===== src/rtl/disp_scan_ctrl.sv =====
// Scan controller for a windowed disparity engine: walks every pixel, issues the f/g RAM reads and sequences calc units and compare tree.
// Build option: define SCAN_SUBSAMPLE_EN to step px/py by 2 instead of 1.
module disp_scan_ctrl #(
    parameter int unsigned IMG_W   = 64,
    parameter int unsigned IMG_H   = 16,
    parameter int unsigned WIN     = 4,
    parameter int unsigned NDISP   = 16,
    parameter int unsigned CMP_LAT = 4
) (
    input  logic        clk,
    input  logic        rst,
    input  logic        start,
    input  logic        hold,
    output logic [10:0] address_f,
    output logic [10:0] address_g,
    output logic        startsig,
    output logic        work,
    output logic        valid,
    output logic        finalstart,
    output logic        update,
    output logic [6:0]  out_x,
    output logic [3:0]  out_y,
    output logic        out_valid,
    output logic        busy,
    output logic        done
);

    localparam int unsigned X_W    = 7;
    localparam int unsigned Y_W    = 4;
    localparam int unsigned SPAN   = WIN + NDISP - 1;
    localparam int unsigned PX_MAX = IMG_W - SPAN;
    localparam int unsigned PY_MAX = IMG_H - WIN;
    localparam int unsigned C_W    = $clog2(SPAN + 1);
    localparam int unsigned WY_W   = $clog2(WIN + 1);
    localparam int unsigned LAT_W  = $clog2(CMP_LAT + 1);
`ifdef SCAN_SUBSAMPLE_EN
    localparam int unsigned STEP   = 2;
`else
    localparam int unsigned STEP   = 1;
`endif

    typedef enum logic [2:0] {
        IDLE, PRIME, ISSUE, DRAIN, WAIT_CMP, EMIT, NEXT
    } state_t;

    state_t            state;
    logic [X_W-1:0]    px;
    logic [Y_W-1:0]    py;
    logic [C_W-1:0]    c;
    logic [C_W-1:0]    c_nxt;
    logic [WY_W-1:0]   wy;
    logic [WY_W-1:0]   wy_nxt;
    logic [LAT_W-1:0]  lat;
    logic [10:0]       addr;
    logic [10:0]       addr_nxt;
    logic              last_read;
    logic              row_end;
    logic              last_pixel;

    // Next read position inside the window sweep and end-of-row/frame detection
    always_comb begin
        c_nxt  = c + C_W'(1);
        wy_nxt = wy;
        if (c == C_W'(SPAN - 1)) begin
            c_nxt  = '0;
            wy_nxt = wy + WY_W'(1);
        end
        last_read  = (c == C_W'(SPAN - 1)) && (wy == WY_W'(WIN - 1));
        addr_nxt   = {py + Y_W'(wy_nxt), px + X_W'(c_nxt)};
        row_end    = (32'(px) + STEP) > PX_MAX;
        last_pixel = row_end && ((32'(py) + STEP) > PY_MAX);
    end

    assign address_f = addr;
    assign address_g = addr;

    always_ff @(posedge clk or posedge rst) begin
        if (rst) begin
            state      <= IDLE;
            px         <= '0;
            py         <= '0;
            c          <= '0;
            wy         <= '0;
            lat        <= '0;
            addr       <= '0;
            startsig   <= 1'b0;
            work       <= 1'b0;
            valid      <= 1'b0;
            finalstart <= 1'b0;
            update     <= 1'b0;
            out_valid  <= 1'b0;
            out_x      <= '0;
            out_y      <= '0;
            busy       <= 1'b0;
            done       <= 1'b0;
        end else begin
            startsig   <= 1'b0;
            valid      <= 1'b0;
            finalstart <= 1'b0;
            update     <= 1'b0;
            out_valid  <= 1'b0;
            done       <= 1'b0;
            case (state)
                IDLE: begin
                    if (start) begin
                        px       <= '0;
                        py       <= '0;
                        busy     <= 1'b1;
                        startsig <= 1'b1;
                        state    <= PRIME;
                    end
                end
                PRIME: begin
                    c     <= '0;
                    wy    <= '0;
                    addr  <= {py, px};
                    work  <= 1'b1;
                    state <= ISSUE;
                end
                // A held cycle issues nothing; the address stays on the pending read
                ISSUE: begin
                    if (!hold) begin
                        valid <= 1'b1;
                        if (last_read) begin
                            state <= DRAIN;
                        end else begin
                            c    <= c_nxt;
                            wy   <= wy_nxt;
                            addr <= addr_nxt;
                        end
                    end
                end
                DRAIN: begin
                    work       <= 1'b0;
                    finalstart <= 1'b1;
                    lat        <= '0;
                    state      <= WAIT_CMP;
                end
                WAIT_CMP: begin
                    if (lat == LAT_W'(CMP_LAT - 1)) begin
                        update    <= 1'b1;
                        out_valid <= 1'b1;
                        out_x     <= px;
                        out_y     <= py;
                        state     <= EMIT;
                    end else begin
                        lat <= lat + LAT_W'(1);
                    end
                end
                EMIT: begin
                    if (last_pixel) begin
                        busy  <= 1'b0;
                        done  <= 1'b1;
                        state <= IDLE;
                    end else begin
                        state <= NEXT;
                    end
                end
                NEXT: begin
                    if (row_end) begin
                        px <= '0;
                        py <= py + Y_W'(STEP);
                    end else begin
                        px <= px + X_W'(STEP);
                    end
                    startsig <= 1'b1;
                    state    <= PRIME;
                end
                default: state <= IDLE;
            endcase
        end
    end

endmodule


===== config.mk =====
export PLATFORM = sky130hd
export DESIGN_NAME = disp_scan_ctrl
export DESIGN_NICKNAME = d
export VERILOG_FILES = /design/src/rtl/disp_scan_ctrl.sv
export SDC_FILE = /design/constraint.sdc
export NUM_CORES = 1
export LEC_CHECK = 0
export BUFFER_PORTS_ARGS = -buffer_cell sky130_fd_sc_hd__buf_2
export CORE_UTILIZATION = 57
export DETAILED_ROUTE_END_ITERATION = 10
export GPL_TIMING_DRIVEN = 0
export PLACE_DENSITY_LB_ADDON = 0.12
export SYNTH_ARGS = -nofsm -noshare
export SYNTH_HDL_FRONTEND = slang
export SYNTH_SLANG_ARGS = --single-unit

===== constraint.sdc =====
create_clock -name clk -period 2.8 [get_ports clk]
set_input_delay 0.84 -clock clk [delete_from_list [all_inputs] [get_ports clk]]
set_output_delay 0.84 -clock clk [all_outputs]
set_load 0.005 [all_outputs]

==> results.md, run 1 <==
* Outcome: finished clean
* Worst-path clk slew at 0.09 ns
* Vias in the first global route at 2127
* Initial Util at 0.597
* Routed Antenna Nets at 0
* Post-DP HPWL at 4520 um
* Post-synth top area share at 0.438
* Family with the most delay on the worst path: simple AND/OR/NAND/NOR gates
* Synth area leader: dfrtp_1
* Post-synth EDFFs at 0
* Hold slack at 0.506 ns
* Row Count at 26
* Cell variety after synth at 48
* Startpoint types: flop
* Pwr per Cell Area at 669 nW/um^2
* Detailed-route DRC error count at 0
* Met2 usage at 0.372
* CP required at 3.03 ns
* Met1 GRT Util at 0.343
* Final Wtd Congestion at 0.795
* Core region area at 5170 sq um
* Vias per inst at 5.48
* CTS tree: done
* Fin crit share at 0.927
* Antenna Cells at 0
* Max Clk Rate at 385 MHz
* Post-synthesis register bit count at 54
* Final setup violation count at 0
* Port Buf Inserts at 44
* Die area at 5710 sq um
* TritonCTS Sinks at 54
* Slew Viols, Final at 0
* CTS Buf Count at 5
* Share of layout cells above drive strength 1 at 0.248
* Met3 Usage GRT at 0.0370
* Register area share after synthesis at 0.438
* Actual slew at the worst max-slew pin at 0.729 ns
* Wirelength, routed at 6090 um
* Pleak at 1.74 nW
* Top cells by count, synth: 54 x dfrtp_1, 33 x nand2_1, 22 x o21ai_0
* CTS H-tree lvls at 2
* RSZ-0062 raised after global routing: true
* Total track usage at 0.238
* Initial DRC Count at 92
* DR pass1 iterations at 4
* Peak supply drop at 0.384 mV
* Via Count at 2393
* Syn Inst Count at 313
* Die width at 75.6 um
* Max incr delay on CP at 0.41 ns
* GR peak layer: met2
* Total grt overflow at 0
* Largest net degree at the start of global routing at 31
* Post-Syn Area at 3090 sq um
* Routed length per instance at 13.9 um
* Total I/O pin count at 45
* Die Span Y at 75.6 um
* Syn Nets at 338
* Nets at 392
* Ranking of synthesized cells by area: dfrtp_1 44%, ha_1 7.7%, nand2_1 4.0%
* YS warnings at 0
* Post-route minimum period at 2.59 ns
* Async S/R FF share, synth at 1.00
* Crit path buffers/inverters at 2
* Crit-path max FO at 6
* Final core occ at 0.678
* Area Growth Syn to Fin at 13.7%
* Clk_lat worst skew at 0.30 ns
* Most used DFF post-synth: dfrtp_1
* Final hold violation count at 0
* Global-route wire length before repair at 10200 um
* Min-delay worst type: reg -> reg
* Count leader, synth: dfrtp_1
* CP max stage cell: dfrtp_1
* WS Path Type: reg -> reg
* Fill cells at 437
* Critical path, cell by cell: inv_1 > ha_1 > nor4bb_1 > buf_4 > nor2_1 > ha_1 > fa_1 > a21oi_1 > o21bai_1 > a21oi_1 > or3_1 > a31oi_1
* Clock buffer depth at 2
* Slew margin rel. at 0.511
* Initial antenna violation count at 0
* Clock root cell: clkbuf_8
* MaxCap Viol Count at 0
* Post-CTS Hold Buffers at 0
* Worst path arrival time at 2.82 ns
* Setup crit end kind: flop
* Syn_area_per_cell at 9.86 sq um
* Clk_skew at 0.0105 ns
final timing paths:
kind | end | cells after the start | slack, ns | from
min in group asynchronous | out_valid | 2 | 0.57 | rst
worst max-delay path | address_f[6] | 12 | 0.21 | c[0]
worst min-delay path | address_f[10] | 2 | 0.51 | address_f[10]
worst max register to register | address_f[6] | 12 | 0.21 | c[0]
worst min register to register | address_f[10] | 2 | 0.51 | address_f[10]
max in group asynchronous | state[1] | 3 | 1.69 | rst
registers in the layout (all words and copies together), names as in the netlist:
name	count
py	4
work	1
c	5
state	3
startsig	1
finalstart	1
address_f	11
px	7
valid	1
wy	3
out_y	4
out_valid	1
out_x	7
busy	1
lat	3
done	1
final cells by class:
class / count / area (sq um) / share of cell area
multi-input combinational: 222 / 1540 / 0.438
tap: 70 / 87.6 / 0.0250
clock buffer: 7 / 76.3 / 0.0218
timing repair buffer: 47 / 255 / 0.0728
sequential: 54 / 1350 / 0.385
inverter: 12 / 45.0 / 0.0128
buffer: 25 / 156 / 0.0446
timing repair:
| action | 4_1_cts | 5_1_grt |
|---|---|---|
| endpoints found under the setup margin | 0 | 2 |
| setup buffers | 0 | 2 |
| resized for setup | 0 | 1 |
per-layer routing:
layer  vias to the layer above  share of wire
li1                       1198              -
met1                      1124           0.48
met2                        62           0.46
met3                         9          0.037
met4                         0          0.019
met5                         -              0
cell usage in the layout (no fill, tap or decap), types with 4 or more instances in the layout:
cell and n:
nor3_1 5, clkbuf_8 5, ha_1 19, o21a_1 5, a21oi_1 16, nand2b_1 6, nand2_1 33, a22o_1 7
buf_4 15, nor2_1 17, nand3_1 7, mux2i_1 8, or3_1 4, o21ai_0 22, dfrtp_1 54, xor2_1 6
inv_1 11, buf_2 49, mux2_2 11, clkbuf_1 8, o21ai_1 5, xnor2_1 5
tightest hold or removal path, cell delays in order (launching register included):
cell and delay, ns:
dfrtp_1 0.37, nand2_1 0.05, o21ai_0 0.06
power breakdown:
part	switching [mW]	total [mW]	internal [mW]	leakage, nW
clock	0.241	0.415	0.173	0.0383
sequential	0.111	1.01	0.900	0.729
combinational	0.528	0.921	0.393	0.977
stage by stage:
stage	setup TNS [ns]	total power, mW	cells	setup WS [ns]	instance area (sq um)
2_1_floorplan	0	1.68	313	0.482	3090
6_report	0	2.35	437	0.205	3510
3_3_place_gp	-2.58	1.92	427	-0.0501	3390
5_1_grt	-0.0108	2.53	437	-0.0108	3510
3_5_place_dp	0	1.95	428	0.211	3410
4_1_cts	0	2.36	435	0.163	3490
kinds of logic after synthesis:
group	share of synthesized area
simple gates	0.149
compound gates	0.161
flops	0.438
buf+inv	0.0645
fa+ha+maj	0.0900
mux	0.0661
xor+xnor	0.0312
Note: power is estimated with default switching activity, not from simulation.
==> run 2, diff against run 1 <==
--- a/config.mk
+++ b/config.mk
@@ -9,7 +9,7 @@
 export CORE_UTILIZATION = 57
 export DETAILED_ROUTE_END_ITERATION = 10
 export GPL_TIMING_DRIVEN = 0
-export PLACE_DENSITY_LB_ADDON = 0.12
+export PLACE_DENSITY = 0.8
 export SYNTH_ARGS = -nofsm -noshare
 export SYNTH_HDL_FRONTEND = slang
 export SYNTH_SLANG_ARGS = --single-unit
==> run 2 against run 1 <==
  * Power grew 4.9%
  * Final cell count shrank 0.23%
  * Combinational power grew 2%
  * Non-clock buffer count shrank 2
  * Global-route usage grew 0.33 points
  * Core utilization grew 0.41 points
  * Via count grew 0.46%
  * Maximum frequency shrank 3.5%
  * Setup slack lost 0.095 ns
  * Sequential power is essentially flat
  * Clock power grew 25%
  * First-iteration DRC count grew 7.6%
  * Highest routed layer unchanged
==> results.md, run 2 (synthesis gave the netlist of run 1 again) <==
* Area Growth Syn to Fin at 14.4%
* Most frequent cells in the layout: 54 x dfrtp_1, 49 x buf_2, 33 x nand2_1
* Combinational power share at 0.380
* Psw at 0.899 mW
* Resize count post-CTS at 0
* Crit-path max FO at 8
* Routed Antenna Nets at 0
* CP required at 3.04 ns
* Pleak at 1.75 nW
* Detailed-route DRC error count at 0
* Multi-input logic area at 1540 sq um
* Clock root cell: clkbuf_8
* Total track usage at 0.241
* Via Count at 2404
* Nets at 390
* Row Count at 26
* Wirelength, routed at 6170 um
* Antenna Cells at 0
* Max reg flops at 11
* TritonCTS Sinks at 54
* Clock buffer depth at 2
* Worst Setup SP: c[0]
* Commonest non-fill, non-tap cell in the layout: dfrtp_1
* DR pass1 iterations at 4
* Post-DP HPWL at 4610 um
* Hold slack at 0.500 ns
* Die width at 75.6 um
* Die Span Y at 75.6 um
* Initial DRC Count at 99
* Register area at 1350 sq um
* Fin crit share at 0.961
* Peak supply drop at 0.383 mV
* Clk_skew at 0.0103 ns
* Switch share at 0.365
* Worst-path clk slew at 0.10 ns
* Actual slew at the worst max-slew pin at 0.679 ns
* Fill cells at 419
* Final hold violation count at 0
* Slew Viols, Final at 0
* Postcts setup bufs at 0
* MaxCap Viol Count at 0
* Core region area at 5170 sq um
* Initial Util at 0.597
* Post-route minimum period at 2.69 ns
* Setup TNS at 0 ns
* WS Path Type: reg -> reg
* CTS tree: done
* Global-route wire length before repair at 10200 um
* Final setup violation count at 0
* R2R Path Start: c[0]
* Outcome: finished clean
* Sequential power share at 0.410
* Vias in the first global route at 2186
* Total grt overflow at 0
* CTS Buf Count at 5
* Internal at 1.56 mW
* Total power at 2.46 mW
* Routed length per instance at 14.1 um
* Clock share of power at 0.210
* Min-delay worst type: in -> async
* Slew margin rel. at 0.544
* Final Wtd Congestion at 0.811
* Worst path arrival time at 2.93 ns
* Max Clk Rate at 372 MHz
* Startpoint types: flop
* Die area at 5710 sq um
* Setup crit end kind: flop
* Total I/O pin count at 45
* CTS H-tree lvls at 2
* Share of layout cells above drive strength 1 at 0.249
* Largest net degree at the start of global routing at 38
* Port Buf Inserts at 44
* Post-CTS Hold Buffers at 0
* Vias per inst at 5.51
* Clk_lat worst skew at 0.31 ns
* Initial antenna violation count at 0
* Pwr per Cell Area at 698 nW/um^2
==> run 2: cell types whose count changed in the layout (fill, tap and decap cells not counted) <==
cell | before | now
nor4bb_1 | 1 | 0
buf_4 | 15 | 13
bufinv_16 | 0 | 1
nor4bb_2 | 0 | 1
==> run 2: final cells by class <==
type,instances,share of cell area
Buffer,25,0.0443
Clock buffer,7,0.0216
Multi-Input combinational cell,222,0.437
Timing Repair Buffer,45,0.0681
Sequential cell,54,0.383
Tap cell,70,0.0248
Inverter,12,0.0128
Clock inverter,1,0.00851
==> run 2: per-layer routing <==
metal / part of all wire / track usage / vias up
met5: 0 / 0 / -
met2: 0.48 / 0.396 / 63
met1: 0.46 / 0.317 / 1133
met4: 0.021 / 0.0988 / 0
met3: 0.044 / 0.0450 / 11
li1: - / - / 1197
==> run 2: metrics by stage <==
step	instance area, sq um	worst slack (ns)	instances	util
3_5_place_dp	3410	0.140	428	0.660
2_1_floorplan	3090	0.482	313	-
6_report	3530	0.110	436	0.682
3_3_place_gp	3390	-0.0267	427	0.656
5_1_grt	3530	-0.0382	436	0.682
4_1_cts	3520	0.109	436	0.680
==> run 2: power by group through the flow <==
| stage | logic [mW] | clock network (mW) | registers [mW] |
|---|---|---|---|
| 2_1_floorplan | 0.669 | 0 | 1.01 |
| 3_3_place_gp | 0.891 | 0 | 1.02 |
| 3_5_place_dp | 0.936 | 0 | 1.03 |
| 4_1_cts | 0.939 | 0.524 | 1.01 |
| 5_1_grt | 1.06 | 0.553 | 1.03 |
| 6_report | 0.935 | 0.517 | 1.01 |
==> run 2: final timing paths <==
path                       cells after the start  slack, ns       endpoint
min reg2reg                                    2       0.51           work
max in group asynchronous                      3       1.77          py[3]
min                                            2       0.50  address_f[10]
max reg2reg                                   12       0.11   address_f[6]
min in group clk                               2       0.51           work
max                                           12       0.11   address_f[6]
==> run 2: critical path: stages (launching register included) <==
cell and delay, ns:
dfrtp_1 0.42, inv_1 0.09, ha_1 0.16, nor4bb_2 0.25
buf_4 0.21, nor2_1 0.08, ha_1 0.22, fa_1 0.41
a21oi_1 0.15, o21bai_1 0.11, a21oi_1 0.21, o21ai_0 0.14
a31oi_1 0.17
